`config.mk`:
```
export PLATFORM = sky130hd
export DESIGN_NAME = hex_display_arbiter
export DESIGN_NICKNAME = d
export VERILOG_FILES = /design/src/rtl/hex_display_arbiter.sv
export SDC_FILE = /design/constraint.sdc
export NUM_CORES = 1
export LEC_CHECK = 0
export BUFFER_PORTS_ARGS = -buffer_cell sky130_fd_sc_hd__buf_2
export CORE_UTILIZATION = 48
export DETAILED_ROUTE_END_ITERATION = 7
export PLACE_DENSITY = 0.93
export RECOVER_POWER = 100
export SYNTH_ARGS = -nofsm -noshare
export SYNTH_HDL_FRONTEND = slang
export SYNTH_SLANG_ARGS = --single-unit
```
`constraint.sdc`:
```
create_clock -name clk -period 7.1 [get_ports clk]
set_clock_uncertainty 0.1 [all_clocks]
set_input_delay 0.71 -clock clk [delete_from_list [all_inputs] [get_ports clk]]
set_output_delay 0.71 -clock clk [all_outputs]
set_load 0.03 [all_outputs]
```
`src/rtl/hex_display_arbiter.sv`:
```
// hex_display_arbiter
//   Round-robin arbiter sharing the board's 32-bit hex display register among
//   NREQ requesters. An owner keeps the display for at least HOLD_CYCLES and is
//   preempted only when another requester is waiting. Back-to-back grants to
//   different requesters always see at least one all-zero grant cycle.
//
// Ports
//   clk         system clock
//   reset_n     asynchronous active-low reset
//   req_i       level request per requester (bit i = requester i)
//   req_data_i  display word per requester, slice i = [i*DW +: DW]
//   gnt_o       registered one-hot grant, zero when nobody owns the display
//   owner_o     index of the current or most recent owner
//   busy_o      high while an owner holds the display
//   disp_o      registered display word to the 7-segment drivers
//
// Build option
//   HEX_ARB_BLANK_IDLE_EN : when defined, disp_o resets to all-ones and is
//   blanked to all-ones whenever ownership ends (release or preemption).
//   When undefined, disp_o resets to zero and holds the last owner's word.

module hex_display_arbiter #(
  parameter int NREQ        = 4,
  parameter int DW          = 32,
  parameter int HOLD_CYCLES = 1024
) (
  input  logic               clk,
  input  logic               reset_n,
  input  logic [NREQ-1:0]    req_i,
  input  logic [NREQ*DW-1:0] req_data_i,
  output logic [NREQ-1:0]    gnt_o,
  output logic [2:0]         owner_o,
  output logic               busy_o,
  output logic [DW-1:0]      disp_o
);

  localparam int CW = $clog2(HOLD_CYCLES + 1);

`ifdef HEX_ARB_BLANK_IDLE_EN
  localparam logic [DW-1:0] DISP_RST = '1;
`else
  localparam logic [DW-1:0] DISP_RST = '0;
`endif

  typedef enum logic [1:0] {IDLE, OWN, SWITCH} state_t;

  state_t            state, state_nxt;
  logic [2:0]        rr_ptr, rr_nxt;
  logic [CW-1:0]     hold_cnt, cnt_nxt;
  logic [NREQ-1:0]   gnt_nxt;
  logic [2:0]        owner_nxt;
  logic              busy_nxt;
  logic [DW-1:0]     disp_nxt;

  logic [2:0]        pick;
  logic              pick_valid;
  logic              owner_req;
  logic              others_req;
  logic              hold_done;
  logic [2:0]        ptr_after_owner;
  logic [DW-1:0]     owner_data;
  logic [NREQ-1:0]   owner_mask;
  logic [NREQ*DW-1:0] data_shift;
  logic [NREQ-1:0]   req_shift;

  // Rotating priority search: scan downwards so the lowest offset from
  // rr_ptr is the last assignment and therefore the winner.
  always_comb begin
    pick       = rr_ptr;
    pick_valid = 1'b0;
    req_shift  = '0;
    for (int k = NREQ - 1; k >= 0; k--) begin
      req_shift = req_i >> ((int'(rr_ptr) + k) % NREQ);
      if (req_shift[0]) begin
        pick       = 3'((int'(rr_ptr) + k) % NREQ);
        pick_valid = 1'b1;
      end
    end
  end

  always_comb begin
    owner_mask      = {{(NREQ-1){1'b0}}, 1'b1} << owner_o;
    owner_req       = |(req_i & owner_mask);
    others_req      = |(req_i & ~owner_mask);
    hold_done       = (hold_cnt == CW'(HOLD_CYCLES));
    ptr_after_owner = (owner_o == 3'(NREQ - 1)) ? 3'd0 : owner_o + 3'd1;
    data_shift      = req_data_i >> (DW * int'(owner_o));
    owner_data      = data_shift[DW-1:0];
  end

  always_comb begin
    state_nxt = state;
    gnt_nxt   = gnt_o;
    owner_nxt = owner_o;
    busy_nxt  = busy_o;
    rr_nxt    = rr_ptr;
    cnt_nxt   = hold_cnt;
    disp_nxt  = disp_o;
    case (state)
      IDLE, SWITCH: begin
        if (pick_valid) begin
          state_nxt = OWN;
          gnt_nxt   = {{(NREQ-1){1'b0}}, 1'b1} << pick;
          owner_nxt = pick;
          busy_nxt  = 1'b1;
          cnt_nxt   = '0;
        end else begin
          // SWITCH never lasts more than one cycle.
          state_nxt = IDLE;
        end
      end
      OWN: begin
        if (!owner_req) begin
          // Release takes priority over a simultaneous preemption.
          state_nxt = IDLE;
          gnt_nxt   = '0;
          busy_nxt  = 1'b0;
          rr_nxt    = ptr_after_owner;
`ifdef HEX_ARB_BLANK_IDLE_EN
          disp_nxt  = '1;
`endif
        end else if (hold_done && others_req) begin
          state_nxt = SWITCH;
          gnt_nxt   = '0;
          busy_nxt  = 1'b0;
          rr_nxt    = ptr_after_owner;
`ifdef HEX_ARB_BLANK_IDLE_EN
          disp_nxt  = '1;
`else
          disp_nxt  = owner_data;
`endif
        end else begin
          disp_nxt = owner_data;
          if (!hold_done) cnt_nxt = hold_cnt + CW'(1);
        end
      end
      default: state_nxt = IDLE;
    endcase
  end

  always_ff @(posedge clk or negedge reset_n) begin
    if (!reset_n) begin
      state    <= IDLE;
      gnt_o    <= '0;
      owner_o  <= '0;
      busy_o   <= 1'b0;
      rr_ptr   <= '0;
      hold_cnt <= '0;
      disp_o   <= DISP_RST;
    end else begin
      state    <= state_nxt;
      gnt_o    <= gnt_nxt;
      owner_o  <= owner_nxt;
      busy_o   <= busy_nxt;
      rr_ptr   <= rr_nxt;
      hold_cnt <= cnt_nxt;
      disp_o   <= disp_nxt;
    end
  end

endmodule

```
=== Yosys cells after proc, flatten, opt, wreduce, memory -nomap -nowiden ===
Index checks and enable logic that the tools add are counted.

* Memories: 0
* Memory bits (read-only): 0
* RAM bits: 0
* Register bits: 56
* Logic and storage cells: 77
* Input port bits: 134
* Bits in latches: 0
* Output and inout port bits: 40

* Reduce and logical (&&, ||, !) cells: 14
* Add/sub/neg operators: 5
* Bitwise gates (word level): 6
* Muxes and demuxes: 28
* Magnitude comparators: 0
* Multiply operators: 0
* Shifts and indexed selects: 7
* Div/mod/pow operators: 0
* Equality and inequality tests: 10

{| class="wikitable"
|+ Operators by type and width
! kind !! count
|-
| 128-bit by 8-bit >> shifter with 32-bit output || 1
|-
| 4-bit by 32-bit >> shifter with 1-bit output || 3
|-
| 11-bit 2-to-1 mux || 4
|-
| 11-bit one-hot mux with 2 select lines || 1
|-
| 3-bit 2-to-1 mux || 7
|-
| 4-bit 2-to-1 mux || 3
|-
| 11-bit by 1-bit adder with 11-bit output (second input constant) || 1
|-
| 11-bit equality test (second input constant) || 1
|-
| 4-bit AND || 2
|-
| 1-bit 2-to-1 mux || 8
|-
| 2-bit inequality test (second input constant) || 4
|-
| 4-bit one-hot mux with 2 select lines || 1
|-
| 2-bit OR reduction || 4
|-
| 4-bit OR reduction || 2
|-
| 1-bit by 3-bit left shift with 4-bit output (first input constant) || 2
|-
| 2-bit AND reduction || 3
|-
| 5-bit AND reduction || 1
|-
| 2-bit adder (second input constant) || 2
|-
| 2-bit 2-to-1 mux || 2
|-
| 4-bit inverter || 1
|-
| 2-bit one-hot mux with 2 select lines || 1
|-
| 4-bit by 2-bit >> shifter with 1-bit output || 1
|-
| 3-bit by 1-bit adder with 3-bit output (second input constant) || 1
|-
| 1-bit AND (first input constant) || 3
|-
| 11 further kinds || 11
|}

=== Longest topological paths before layout ===
* Depth after elaboration: 11
* Depth in mapped cells: 10
* Depth with buffers taken out: 7

=== Worst setup path after synthesis ===
OpenSTA, ideal clock, no wires.

* Path type: register to register
* Start: reg owner_o[0]
* End: reg disp_o[0]
* Arrival time: 2.583 ns
* Data required time: 6.875 ns
* Setup time: 0.125 ns
* Stages on the path, launching flop included: 9
* Buffers on the path: 3
* Slack: 4.292 ns
* Period minus slack after synthesis: 2.808 ns
* Cell sequence: dfrtp_1 clkbuf_1 buf_2 inv_1 ha_1 a22oi_1 a211o_1 buf_1 mux2_2

* Word-level cells in the longest chain between the ends: 4
* Elaborated cells on any way between the ends: 5
* Classes of those cells: 2 x shift; 1 x bitwise; 2 x reduce/logical

{| class="wikitable"
|+ RTL lines
! element !! RTL line !! RTL
|-
| from (decl) || 32 || <nowiki>output logic [2:0] owner_o,</nowiki>
|-
| from (signal assigned) || 153 || <nowiki>owner_o <= owner_nxt;</nowiki>
|-
| parallel branches: the longest is 4 deep, another holds 128-bit by 8-bit >> shifter with 32-bit output || -- ||
|-
| to (signal assigned) || 157 || <nowiki>disp_o <= disp_nxt;</nowiki>
|-
| to (decl) || 34 || <nowiki>output logic [DW-1:0] disp_o</nowiki>
|}

Parallel ways; which one is timed is not known.
A chain may end at the register's enable or synchronous reset.

=== Worst setup path after layout ===
* Start: reg owner_o[1]
* End: reg busy_o

* Word-level cells in the longest chain between the ends: 7
* Elaborated cells on any way between the ends: 11
* Classes of those cells: 1 x eq/ne; 1 x shift; 2 x mux; 3 x bitwise; 4 x reduce/logical

{| class="wikitable"
|+ RTL lines
! element !! RTL line !! RTL
|-
| 1-bit by 3-bit left shift with 4-bit output (*) || 82 || <nowiki>owner_mask = {{(NREQ-1){1'b0}}, 1'b1} << owner_o;</nowiki>
|-
| 4-bit inverter || 84 || <nowiki>others_req = |(req_i & ~owner_mask);</nowiki>
|-
| 4-bit AND || 84 ||
|-
| 4-bit OR reduction || 84 ||
|-
| 1-bit logical AND || 122 || <nowiki>end else if (hold_done && others_req) begin</nowiki>
|-
| 3-bit inequality test (no line) || -- ||
|-
| 3-bit AND reduction (no line) || -- ||
|-
| to (signal assigned) || 154 || <nowiki>busy_o <= busy_nxt;</nowiki>
|-
| to (decl) || 33 || <nowiki>output logic busy_o,</nowiki>
|}

Every way passes the cells marked *; elsewhere a longest branch is shown, timed or not.

==> flow_metrics.env <==
export IMPL_post_route_min_period_ps=4746
export IMPL_powerDensity_mw_per_mm2=411.3
export IMPL_path_cells="clkbuf_1 > inv_1 > ha_1 > a22oi_1 > a211o_1 > o21ai_0 > a21o_1"
export IMPL_clock_latency_ps=310
export IMPL_fin_util_pct=64.97
export IMPL_detail_route_antenna_nets=0
export IMPL_coreArea_mm2=0.006350
export IMPL_ctsHoldBuffers=0
export IMPL_intPower_mw=0.9489
export IMPL_clkTransAtPathRegs_ps=90
export IMPL_overflow=0
export IMPL_end_kind="flip-flop"
export IMPL_worst_path_buf_inv=2
export IMPL_drt_wirelength_per_cell_um=17.08
export IMPL_grt_max_degree=56
export IMPL_ys_flop_type="dfrtp_1"
export IMPL_drc=0
export IMPL_finalSetupViolations=0
export IMPL_violations="max-capacitance violations, max-slew violations"
export IMPL_htreeDepth=2
export IMPL_layout_common_cells="buf_2, dfrtp_1, clkbuf_1"
export IMPL_fin_crit_sh_pct=66.84
export IMPL_synth_cell_types=35
export IMPL_fp_dieH_um=83.23
export IMPL_synth_edff_count=0
export IMPL_viasPerCell=5.682
export IMPL_grt_pass1_wl_um=13630
export IMPL_first_iter_violations=112
export IMPL_cts_buffer_depth=2
export IMPL_final_common_cell="buf_2"
export IMPL_power_frac_comb_pct=59.9
export IMPL_required_ps=7200
export IMPL_cp_top_family="compound AO/OA/AOI/OAI gates"
export IMPL_power_frac_seq_pct=30.2
export IMPL_max_freq_mhz=210.7
export IMPL_fin_area_mm2=0.004125
export IMPL_seqCellArea_mm2=0.001378
export IMPL_ys_seq_area_share_pct=43.46
export IMPL_cp_arrival_ps=4850
export IMPL_fillers=501
export IMPL_root_buffer="clkbuf_8"
export IMPL_start_util_pct=49.87
export IMPL_dieArea_mm2=0.006926
export IMPL_critPathKind="reg2reg"
export IMPL_power_leakage_nw=1.871
export IMPL_critPathSlowestCell="clkbuf_1"
export IMPL_die_x_um=83.23
export IMPL_worstHoldPathType="reg2reg"
export IMPL_ys_warn_count=0
export IMPL_tns_ps=0
export IMPL_drt_wl_total_um=8284
export IMPL_p_total_mw=1.697
export IMPL_place_area_mm2=0.004096
export IMPL_io_pins=174
export IMPL_area_delta_synth_final_pct=30.26
export IMPL_power_switching_mw=0.7480
export IMPL_status="complete, but fails checks"
export IMPL_final_nets=546
export IMPL_final_layout_size_suffix_gt1_share_pct=50.61
export IMPL_multiInputGateArea_mm2=0.001677
export IMPL_critPathMaxStageDelay_ps=1440
export IMPL_ir_worst_vdd_mv=0.2388
export IMPL_crit_path_start_kind="flip-flop"
export IMPL_cts_tree="yes"
export IMPL_syn_nets=377
export IMPL_grt_util_all_layers_pct=24.91
export IMPL_relSlewSlack_pct=-89.96
export IMPL_swShare_pct=44.08
export IMPL_cts_buffers=5
export IMPL_grt_antenna_before_repair=1
export IMPL_cts_sinks=55
export IMPL_synth_area_per_cell_um2=13.36
export IMPL_yosys_register_bits=55
export IMPL_rows=29
export IMPL_routabilityCongestion=0.7960
export IMPL_slew_violations=136
export IMPL_post_cts_setup_buffers=0
export IMPL_vias=2756
export IMPL_drt_first_pass_iters=4
export IMPL_grt_pass1_vias=2936
export IMPL_synth_area_mm2=0.003167
export IMPL_hpwlAfterDp_um=6357
export IMPL_cts_resized=0
export IMPL_crit_fanout=42
export IMPL_p_clk_share_pct=9.9
export IMPL_worst_pin_slew_ps=2849
export IMPL_syn_inst=237
export IMPL_async_flop_share_pct=100.0
export IMPL_portBuffers=173
export IMPL_hold_viol_final=0
export IMPL_rsz0062_at_grt="false"
export IMPL_maxCapViolCount=3
through the flow:
stage	hold slack (ps)	instances	setup slack, ps
after floorplan	314.4	237	4292
after global routing	433.7	485	2031
after global placement	371.4	476	4010
final	403.1	485	2354
after CTS	398.9	484	3871
after detailed placement	379.0	476	3898
power groups by stage:
stage | clock network, mW | registers, mW | logic (mW)
after CTS | 0.174 | 0.510 | 1.04
after global routing | 0.186 | 0.531 | 1.09
final | 0.168 | 0.513 | 1.02
after global placement | 0 | 0.510 | 1.00
after floorplan | 0 | 0.729 | 0.563
after detailed placement | 0 | 0.515 | 1.04
worst register-to-register path, stage by stage, from the launching register on:
cell      delay, ps
dfrtp_1         330
clkbuf_1       1440
inv_1           260
ha_1            330
a22oi_1         210
a211o_1        1220
o21ai_0         490
a21o_1          280
sequential cells by signal, indices dropped and copies added, names as in the netlist:
register  cells
gnt_o         4
rr_ptr        2
hold_cnt     11
state         2
owner_o       3
disp_o       32
busy_o        1
layer usage:
metal  track usage, %  vias up  routed length (µm)
li1                 -     1243                   -
met5                0        -                   0
met4            11.29        0                 177
met1            29.01     1368                3104
met3            4.970       16                 452
met2            44.26      129                4549
cell families after synthesis:
| group | share of synthesized area [%] |
|---|---|
| AO/OA/AOI/OAI | 6.717 |
| multiplexers | 35.09 |
| adder cells (fa/ha/maj) | 2.371 |
| flip-flops | 43.46 |
| buffers and inverters | 3.595 |
| AND/OR/NAND/NOR | 7.389 |
| XOR/XNOR | 1.383 |
Yosys cell counts, types with 2 or more instances:
cell type	instances	area share, %
mux2_2	32	11
buf_2	4	0.63
mux4_2	32	23
o21ai_0	9	1.4
o211ai_1	2	0.47
a21oi_1	2	0.32
a22oi_1	3	0.71
nor2_1	9	1.1
a32o_1	2	0.63
buf_1	4	0.47
a21o_1	3	0.71
nand2_1	4	0.47
mux2i_1	3	0.95
o31ai_1	4	0.95
nand3_1	6	0.95
nand2b_1	4	0.79
dfrtp_1	55	43
ha_1	6	2.4
nand4_1	2	0.40
inv_1	15	1.8
nor2b_1	6	1.2
clkbuf_1	6	0.71
nor4_1	3	0.59
xnor2_1	5	1.4
a22o_1	2	0.55
nor3_1	5	0.79
cell type report:
cell class	count	share of cell area, %
sequential	55	33.39
inverter	15	1.365
tap	77	2.335
antenna	1	0.06066
multi-input combinational	153	40.64
timing repair buffer	176	20.14
clock inverter	2	0.3033
clock buffer	6	1.759
path summary, 6_finish.rpt:
kind	to	slack, ps	depth (start not counted)	start
worst max-delay path	busy_o	2350	7	owner_o[1]
max in group asynchronous	owner_o[0]	3780	2	reset_n
worst min register to register	busy_o	400	1	busy_o
min in group asynchronous	disp_o[14]	1310	2	reset_n
worst max register to register	busy_o	2350	7	owner_o[1]
worst min-delay path	busy_o	400	1	busy_o
Power figures use the tool's default switching activity.
